--- config.mk ---
export PLATFORM = sky130hd
export DESIGN_NAME = div_iter
export DESIGN_NICKNAME = d
export VERILOG_FILES = /design/src/rtl/div_iter.sv
export SDC_FILE = /design/constraint.sdc
export NUM_CORES = 1
export LEC_CHECK = 0
export ABC_AREA = 0
export CAP_MARGIN = 0
export CORE_ASPECT_RATIO = 1.1
export CORE_MARGIN = 2
export CORE_UTILIZATION = 50
export DETAILED_ROUTE_END_ITERATION = 10
export PLACE_DENSITY = 0.8
export SYNTH_ARGS = -nofsm -noshare
export SYNTH_HDL_FRONTEND = slang
export SYNTH_SLANG_ARGS = --single-unit
--- constraint.sdc ---
create_clock -name clk -period 4.31 [get_ports clk]
set_clock_uncertainty 0.05 [all_clocks]
set_input_delay 0.431 -clock clk [delete_from_list [all_inputs] [get_ports clk]]
set_output_delay 0.431 -clock clk [all_outputs]
set_load 0.03 [all_outputs]
--- src/rtl/div_iter.sv ---
// Iterative restoring radix-2 divider for MIPS32 DIV/DIVU. It skips the dividend's
// leading zeros (count supplied by the LZC unit), so latency is N+1 cycles with N = 32 - lz.
module div_iter (
  input  logic        clk,
  input  logic        rst_n,
  input  logic        start,
  input  logic        sign,
  input  logic [31:0] dividend,
  input  logic [31:0] divisor,
  input  logic [5:0]  lz_in,
  input  logic        cancel,
  output logic        busy,
  output logic        done,
  output logic [31:0] quotient,
  output logic [31:0] remainder,
  output logic        div_by_zero
);

  typedef enum logic [1:0] {
    IDLE = 2'd0,
    ITER = 2'd1,
    FIX  = 2'd2
  } state_t;

  state_t state, state_nxt;

  logic [5:0]  cnt;
  logic [5:0]  lz_clamp;
  logic [5:0]  n_start;
  logic        accept;

  logic [31:0] dvd_mag;
  logic [31:0] dsr_mag;

  // Iteration state; reloaded on every accepted start, so none of it needs reset.
  logic [31:0] dvd_sh;
  logic [31:0] dsr;
  logic [31:0] rem;
  logic [31:0] quo;
  logic [31:0] dvd_raw;
  logic        neg_q;
  logic        neg_r;
  logic        dz;

  logic [32:0] rem_sh;
  logic        ge;
  logic [31:0] diff;

  function automatic logic [31:0] cond_neg(input logic [31:0] v, input logic neg);
    logic [31:0] r;
    r = neg ? (~v + 32'd1) : v;
    return r;
  endfunction

  function automatic logic signed [31:0] as_signed(input logic [31:0] v);
    logic signed [31:0] s;
    s = v;
    return s;
  endfunction

  assign lz_clamp = (lz_in > 6'd32) ? 6'd32 : lz_in;
  assign n_start  = 6'd32 - lz_clamp;
  assign accept   = (state == IDLE) && start && !cancel;

  // Operand magnitudes; only signed operations ever take an absolute value.
  assign dvd_mag = cond_neg(dividend, sign && (as_signed(dividend) < 0));
  assign dsr_mag = cond_neg(divisor,  sign && (as_signed(divisor)  < 0));

  assign busy = (state != IDLE);

  always_ff @(posedge clk or negedge rst_n) begin
    if (!rst_n) begin
      state <= IDLE;
    end else begin
      state <= state_nxt;
    end
  end

  always_comb begin
    state_nxt = state;
    if (cancel) begin
      state_nxt = IDLE;
    end else begin
      case (state)
        IDLE: begin
          if (start) begin
            state_nxt = ((n_start != 6'd0) && (divisor != 32'd0)) ? ITER : FIX;
          end
        end
        ITER: begin
          if (cnt == 6'd1) begin
            state_nxt = FIX;
          end
        end
        FIX:     state_nxt = IDLE;
        default: state_nxt = IDLE;
      endcase
    end
  end

  always_ff @(posedge clk or negedge rst_n) begin
    if (!rst_n) begin
      cnt <= 6'd0;
    end else if (accept) begin
      cnt <= n_start;
    end else if (state == ITER) begin
      cnt <= cnt - 6'd1;
    end
  end

  // Restoring step: shift in the next dividend bit, keep the difference when it fits.
  assign rem_sh = {rem, dvd_sh[31]};
  assign ge     = (rem_sh >= {1'b0, dsr});
  assign diff   = rem_sh[31:0] - dsr;

  always_ff @(posedge clk) begin
    if (accept) begin
      dvd_sh  <= dvd_mag << lz_clamp;
      dsr     <= dsr_mag;
      rem     <= 32'd0;
      quo     <= 32'd0;
      dvd_raw <= dividend;
      neg_q   <= sign && (dividend[31] ^ divisor[31]);
      neg_r   <= sign && dividend[31];
      dz      <= (divisor == 32'd0);
    end else if (state == ITER) begin
      dvd_sh  <= {dvd_sh[30:0], 1'b0};
      rem     <= ge ? diff : rem_sh[31:0];
      quo     <= {quo[30:0], ge};
    end
  end

  // Result stage: outputs only move on the edge that raises done.
  always_ff @(posedge clk or negedge rst_n) begin
    if (!rst_n) begin
      done        <= 1'b0;
      quotient    <= 32'd0;
      remainder   <= 32'd0;
      div_by_zero <= 1'b0;
    end else begin
      done <= 1'b0;
      if ((state == FIX) && !cancel) begin
        done        <= 1'b1;
        div_by_zero <= dz;
        if (dz) begin
          quotient  <= 32'hFFFF_FFFF;
          remainder <= dvd_raw;
        end else begin
          quotient  <= cond_neg(quo, neg_q);
          remainder <= cond_neg(rem, neg_r);
        end
      end
    end
  end

endmodule

==> results.sh, run 1 <==
export IMPL_tns_ns=0
export IMPL_post_route_period_util=0.8230
export IMPL_chipHeight_microns=186.2
export IMPL_dp_cells=2230
export IMPL_power_density_nw_per_um2=582.5
export IMPL_first_global_vias=13090
export IMPL_io_buffers=141
export IMPL_violations="hold timing"
export IMPL_slew_headroom=0.2389
export IMPL_leakagePower_uw=0.007254
export IMPL_dieArea_sq_um=31570
export IMPL_core_area_sq_um=29650
export IMPL_drive_gt1_frac=0.05777
export IMPL_synth_distinct_cells=75
export IMPL_layout_setup_ws_ns=0.7628
export IMPL_reg2reg_depth=10
export IMPL_vias=13990
export IMPL_hold_slack_ns=-0.02102
export IMPL_crit_type="reg2reg"
export IMPL_status="finished, violations left"
export IMPL_synth_seq_cells=237
export IMPL_syn_nets=1902
export IMPL_yosysWarningCount=0
export IMPL_postCtsSetupRepairBufs=0
export IMPL_synth_top_cell_by_area="edfxtp_1"
export IMPL_r2r_start="rem[5]$_SDFFE_PP0P_"
export IMPL_crit_cells=10
export IMPL_slowest_delay_ns=0.50
export IMPL_fin_cells=2280
export IMPL_placed_area_sq_um=16890
export IMPL_h_tree_depth=1
export IMPL_num_rows=66
export IMPL_fin_nets=1999
export IMPL_first_pass_iters=6
export IMPL_cts_tree="yes"
export IMPL_regToRegEndpoint="rem[19]$_SDFFE_PP0P_"
export IMPL_start_util=0.5088
export IMPL_pwr_share_comb=0.440
export IMPL_cp_common_cell="a211o_1"
export IMPL_grt_antenna_before_repair=4
export IMPL_synth_async_reset_ratio=0.3122
export IMPL_required_ns=4.67
export IMPL_routabilityCongestion=1.001
export IMPL_drc=0
export IMPL_worstSetupEndpointType="flop"
export IMPL_ir_drop_mv=0.3964
export IMPL_final_area_sq_um=17800
export IMPL_yosys_top_cells_count="nand2_1 (233), nor2_1 (174), a21oi_1 (164), o21ai_0 (139), edfxtp_1 (99)"
export IMPL_clk_latency_ns=0.54
export IMPL_cts_resized_gates=0
export IMPL_via_per_inst=6.135
export IMPL_maxCapViolCount=0
export IMPL_clkPwrFrac=0.226
export IMPL_synth_top_area_share=0.1971
export IMPL_worstPathArrival_ns=3.90
export IMPL_drt_total_wl_microns=42420
export IMPL_clk_pin_slew_worst_paths_ns=0.06
export IMPL_netlist_area_sq_um=15080
export IMPL_setup_viol=0
export IMPL_overflow=0
export IMPL_hold_path_class="in2async"
export IMPL_cts_buffers=26
export IMPL_cts_buffer_depth=3
export IMPL_clock_sinks=237
export IMPL_worstPathBufferInverterCount=1
export IMPL_cts_root_buf="clkbuf_16"
export IMPL_worst_slew_pin_slew_ns=1.140
export IMPL_grt_max_degree=86
export IMPL_slew_viol_final=0
export IMPL_crit_end="rem[19]$_SDFFE_PP0P_"
export IMPL_rsz0062_at_grt="false"
export IMPL_die_w_microns=169.6
export IMPL_synth_most_common_cell="nand2_1"
export IMPL_fill_cells=2587
export IMPL_syn_inst=1787
export IMPL_ant_nets=0
export IMPL_p_sw_uw=4189
export IMPL_timing_critical_path_cells="ha_1, a21o_1, a211o_1, o22ai_1, o21ai_0, a211o_1, a31oi_4, buf_4, nand2b_1, o211ai_1"
export IMPL_synth_edf_count=99
export IMPL_hold_buffers=0
export IMPL_hpwl_microns=31000
export IMPL_drt_iter0_drc=1248
export IMPL_synthFlopType="edfxtp_1"
export IMPL_reg2reg_setup_slack_ns=0.76
export IMPL_avgSynthCellArea_sq_um=8.441
export IMPL_switching_share=0.4040
export IMPL_grt_pass1_wl_microns=67650
export IMPL_critPathLaunchType="flop"
export IMPL_finalCriticalPeriod_ns=3.547
export IMPL_critPathLaunch="rem[5]$_SDFFE_PP0P_"
export IMPL_seqPwrFrac=0.334
export IMPL_area_growth_pct=18.01
export IMPL_dp_worst_setup_slack_ns=0.3674
export IMPL_max_freq_mhz=281.9
export IMPL_cp_max_fo=39
export IMPL_hold_viol_final=10
export IMPL_intPower_uw=6179
export IMPL_track_usage=0.2646
export IMPL_ys_seq_area_frac=0.4048
export IMPL_ios=142
export IMPL_cpMaxStageDelayCell="dfxtp_1"
export IMPL_wl_per_cell_microns=18.61
export IMPL_crit_family="compound AO/OA/AOI/OAI gates"
export IMPL_yosys_top_cells_area="edfxtp_1 (20%), dfrtp_1 (12%), dfxtp_1 (8.5%)"
==> cells by family (layout without fill, tap and decap cells) <==
| group | count (synthesis) | count (layout) | share of synthesized area |
|---|---|---|---|
| fa+ha+maj | 40 | 40 | 0.03368 |
| xor+xnor | 148 | 148 | 0.08594 |
| simple gates | 645 | 645 | 0.1963 |
| mux | 40 | 40 | 0.02779 |
| flops | 237 | 237 | 0.4048 |
| buf+inv | 169 | 286 | 0.04239 |
| compound gates | 508 | 508 | 0.2091 |
| other cells | 0 | 2 | 0 |
==> routing by layer <==
metal  global-route usage  up-vias  wire [microns]
li1                     -     6653               -
met1               0.3476     6633           17640
met2               0.4344      599           19590
met3              0.05332       98            3746
met4              0.09915        4            1419
met5                    0        -              30
==> metrics by stage <==
step / power, uW / util
after floorplan: 6454 / -
after global placement: 7885 / 0.5696
after detailed placement: 8000 / 0.5696
after CTS: 10370 / 0.6002
after global routing: 11000 / 0.6004
final: 10370 / 0.6004
==> flip-flops by register name, indices dropped and copies added, names as in the netlist <==
signal / count
quotient: 32
neg_r: 1
dz: 1
remainder: 32
dvd_raw: 32
quo: 32
cnt: 6
done: 1
neg_q: 1
state: 2
rem: 32
dvd_sh: 32
div_by_zero: 1
dsr: 32
==> worst min-delay path by stage <==
| stage | end | cells past startpoint | slack [ns] | from |
|---|---|---|---|---|
| 2_1_floorplan | cnt[0]$_DFFE_PN0P_ | 0 | 0.09 | rst_n |
| 3_3_place_gp | quo[1]$_SDFFE_PP0P_ | 2 | 0.40 | quo[1]$_SDFFE_PP0P_ |
| 3_5_place_dp | quo[31]$_SDFFE_PP0P_ | 2 | 0.41 | quo[31]$_SDFFE_PP0P_ |
| 4_1_cts | quotient[2]$_DFFE_PN0P_ | 1 | 0.02 | rst_n |
| 5_1_grt | quotient[2]$_DFFE_PN0P_ | 1 | 0.07 | rst_n |
| 6_report | quotient[2]$_DFFE_PN0P_ | 1 | -0.02 | rst_n |
==> cell type report <==
type,instances,area (sq um),area share
diodes,2,5.005,0.0002812
inverters,59,221.5,0.01244
well taps,374,467.9,0.02629
repair buffers,179,1719,0.09658
clock inverters,11,111.4,0.006256
multi-input cells,1381,8373,0.4704
flip-flops and latches,237,6106,0.3430
clock buffers,37,795.8,0.04471
==> power by group through the flow <==
stage               logic (uW)  clock network [uW]  registers, uW
global placement          4410                   0           3480
detailed placement        4510                   0           3490
global route              5010                2470           3520
finish                    4560                2340           3460
CTS                       4540                2370           3450
floorplan                 2550                   0           3900
==> placed cells by master, fill, tap and decap left out, types with 6 or more instances in the layout <==
| cell | Yosys | routed |
|---|---|---|
| a211oi_1 | 12 | 12 |
| a21boi_0 | 6 | 6 |
| a21o_1 | 12 | 12 |
| a21oi_1 | 164 | 164 |
| a22o_1 | 19 | 19 |
| a31oi_1 | 17 | 16 |
| a32oi_1 | 6 | 6 |
| and2_1 | 8 | 8 |
| and3_1 | 14 | 14 |
| buf_4 | 1 | 37 |
| clkbuf_16 | 0 | 29 |
| clkdlybuf4s50_1 | 0 | 140 |
| dfrtp_1 | 74 | 74 |
| dfxtp_1 | 64 | 64 |
| edfxtp_1 | 99 | 99 |
| ha_1 | 39 | 39 |
| inv_1 | 59 | 58 |
| mux2i_1 | 34 | 34 |
| nand2_1 | 233 | 232 |
| nand2b_1 | 11 | 10 |
| nand3_1 | 80 | 79 |
| nand3b_1 | 6 | 6 |
| nand4_1 | 13 | 13 |
| nor2_1 | 174 | 172 |
| nor2b_1 | 10 | 8 |
| nor3_1 | 38 | 38 |
| nor4_1 | 14 | 14 |
| o211ai_1 | 14 | 14 |
| o21a_1 | 10 | 10 |
| o21ai_0 | 139 | 139 |
| o21bai_1 | 7 | 7 |
| o22ai_1 | 10 | 10 |
| o31ai_1 | 26 | 26 |
| o41ai_1 | 16 | 16 |
| or3_1 | 10 | 10 |
| or4_1 | 11 | 11 |
| xnor2_1 | 56 | 56 |
| xor2_1 | 92 | 92 |
No activity file was read; power rests on OpenSTA's default activity.
==> run 2, diff against run 1 <==
clock period = 3.3 ns   (was 4.31 ns; I/O delays follow)
==> run 2 against run 1 <==
Against the previous run: the flow finishes with violations (setup timing); maximum frequency is 5.8% higher; power is 34% higher; sequential cell count stayed put; sequential power up 27%; global-route usage rose by 2.2 points; first-iteration DRC count increased by 16%; critical path depth unchanged; via count up 4.4%; die area unchanged; final cell count up 5.7%; worst setup slack lost 0.81 ns.
==> results.sh, run 2 (synthesized netlist as in run 1, its figures left out) <==
export IMPL_status="finished, violations left"
export IMPL_violations="setup timing"
export IMPL_holdPathStages=2
export IMPL_routabilityCongestion=0.9274
export IMPL_slowest_delay_ns=0.57
export IMPL_io_buffers=141
export IMPL_worstPathArrival_ns=3.72
export IMPL_vias=14600
export IMPL_dp_worst_setup_slack_ns=-0.3385
export IMPL_worstPathBufferInverterCount=0
export IMPL_drc=0
export IMPL_antennaDiodeCount=0
export IMPL_final_cell_mix="nand2_1 (232), nor2_1 (172), buf_4 (165)"
export IMPL_slew_viol_final=0
export IMPL_placed_area_sq_um=17890
export IMPL_clock_sinks=237
export IMPL_ir_drop_mv=0.5960
export IMPL_die_w_microns=169.6
export IMPL_hold_start="cancel"
export IMPL_timing_critical_path_cells="or4_4, nor4_4, or4b_4, or3_4, or4_4, o41ai_4, xor2_1, nor2_1, a21oi_1, o21ai_1"
export IMPL_drive_gt1_frac=0.1203
export IMPL_required_ns=3.66
export IMPL_min_to="state[1]$_DFFE_PN0P_"
export IMPL_ios=142
export IMPL_r2r_start="rem[9]$_SDFFE_PP0P_"
export IMPL_clk_pin_slew_worst_paths_ns=0.06
export IMPL_maxCapViolCount=0
export IMPL_fin_nets=2132
export IMPL_critPathLaunchType="flop"
export IMPL_wl_per_cell_microns=18.94
export IMPL_cts_tree="yes"
export IMPL_h_tree_depth=1
export IMPL_hold_path_class="in2reg"
export IMPL_crit_cells=10
export IMPL_reg2reg_setup_slack_ns=-0.05
export IMPL_first_pass_iters=5
export IMPL_cp_common_cell="or4_4"
export IMPL_grt_max_degree=75
export IMPL_final_area_sq_um=18810
export IMPL_worstSetupEndpointType="flop"
export IMPL_drt_iter0_drc=1444
export IMPL_hold_viol_final=0
export IMPL_cpMaxStageDelayCell="or4_4"
export IMPL_mostFrequentLayoutCell="nand2_1"
export IMPL_track_usage=0.2863
export IMPL_cts_root_buf="clkbuf_16"
export IMPL_slew_headroom=0.2606
export IMPL_via_per_inst=6.057
export IMPL_area_growth_pct=24.72
export IMPL_hpwl_microns=33680
export IMPL_start_util=0.5088
export IMPL_grt_antenna_before_repair=1
export IMPL_power_density_nw_per_um2=740.2
export IMPL_clk_latency_ns=0.55
export IMPL_cts_buffer_depth=3
export IMPL_core_area_sq_um=29650
export IMPL_drt_total_wl_microns=45660
export IMPL_fill_cells=2479
export IMPL_leakagePower_uw=0.007887
export IMPL_crit_family="simple AND/OR/NAND/NOR gates"
export IMPL_reg2reg_depth=10
export IMPL_num_rows=66
export IMPL_chipHeight_microns=186.2
export IMPL_layout_setup_ws_ns=-0.05171
export IMPL_first_global_vias=14010
export IMPL_cp_max_fo=4
export IMPL_finalCriticalPeriod_ns=3.352
export IMPL_regToRegEndpoint="remainder[29]$_DFFE_PN0P_"
export IMPL_overflow=0
export IMPL_post_route_period_util=1.016
export IMPL_cts_buffers=26
export IMPL_setup_viol=3
export IMPL_rsz0062_at_grt="true"
export IMPL_worst_slew_pin_slew_ns=1.109
export IMPL_crit_type="reg2reg"
export IMPL_max_freq_mhz=298.4
export IMPL_dieArea_sq_um=31570
export IMPL_ant_nets=0
export IMPL_grt_pass1_wl_microns=72880
## run 2: layer usage
layer  up-vias  track usage  wire length [microns]
li1       6925            -                      -
met4         2       0.1005                   1633
met2       654       0.4922                  21780
met3       110      0.04211                   3340
met1      6912       0.3706                  18890
met5         -            0                     11
## run 2: report_power, final
| group | total [uW] | switching, uW | leakage (uW) | internal [uW] |
|---|---|---|---|---|
| Sequential | 4410 | 604 | 0.00236 | 3800 |
| Clock | 2890 | 1250 | 0.000419 | 1640 |
| Combinational | 6620 | 3830 | 0.00511 | 2790 |
| Total | 13900 | 5690 | 0.00789 | 8230 |
## run 2: worst max path at each step
stage	from	slack, ns	to
after global routing	rem[9]$_SDFFE_PP0P_	-0.21	remainder[29]$_DFFE_PN0P_
after detailed placement	dividend[18]	-0.34	dvd_sh[25]$_DFFE_PP_
final	rem[9]$_SDFFE_PP0P_	-0.05	remainder[29]$_DFFE_PN0P_
after CTS	rem[9]$_SDFFE_PP0P_	-0.03	remainder[29]$_DFFE_PN0P_
after floorplan	state[0]$_DFFE_PN0P_	0.11	dvd_sh[0]$_SDFFCE_PN0P_
after global placement	dividend[18]	-0.28	dvd_sh[30]$_DFFE_PP_
## run 2: layout make-up
cell class	count	area [sq um]	area share
multi-input combinational	1381	8407	0.4469
sequential	237	6107	0.3246
timing repair buffer	312	2761	0.1468
clock buffer	40	784.5	0.04170
tap	374	467.9	0.02488
inverter	59	225.2	0.01197
clock inverter	8	58.81	0.003126
## run 2: what timing repair did
action	CTS	global route
endpoints found under the setup margin	2	29
buffers inserted	0	4
hold endpoints to repair	74	0
pin swaps	0	3
resized for setup	1	10
hold buffers	1	0
## run 2: per-stage QoR
stage	cells	util	hold slack (ns)	power, uW	TNS [ns]
5_1_grt	2411	0.6345	0.3605	14720	-0.5576
3_5_place_dp	2358	0.6034	0.4230	10890	-4.047
2_1_floorplan	1787	-	-0.01559	8429	0
6_report	2411	0.6345	0.3537	13920	-0.1168
4_1_cts	2407	0.6324	0.3494	13810	-0.03566
3_3_place_gp	2358	0.6034	0.4034	10690	-3.025
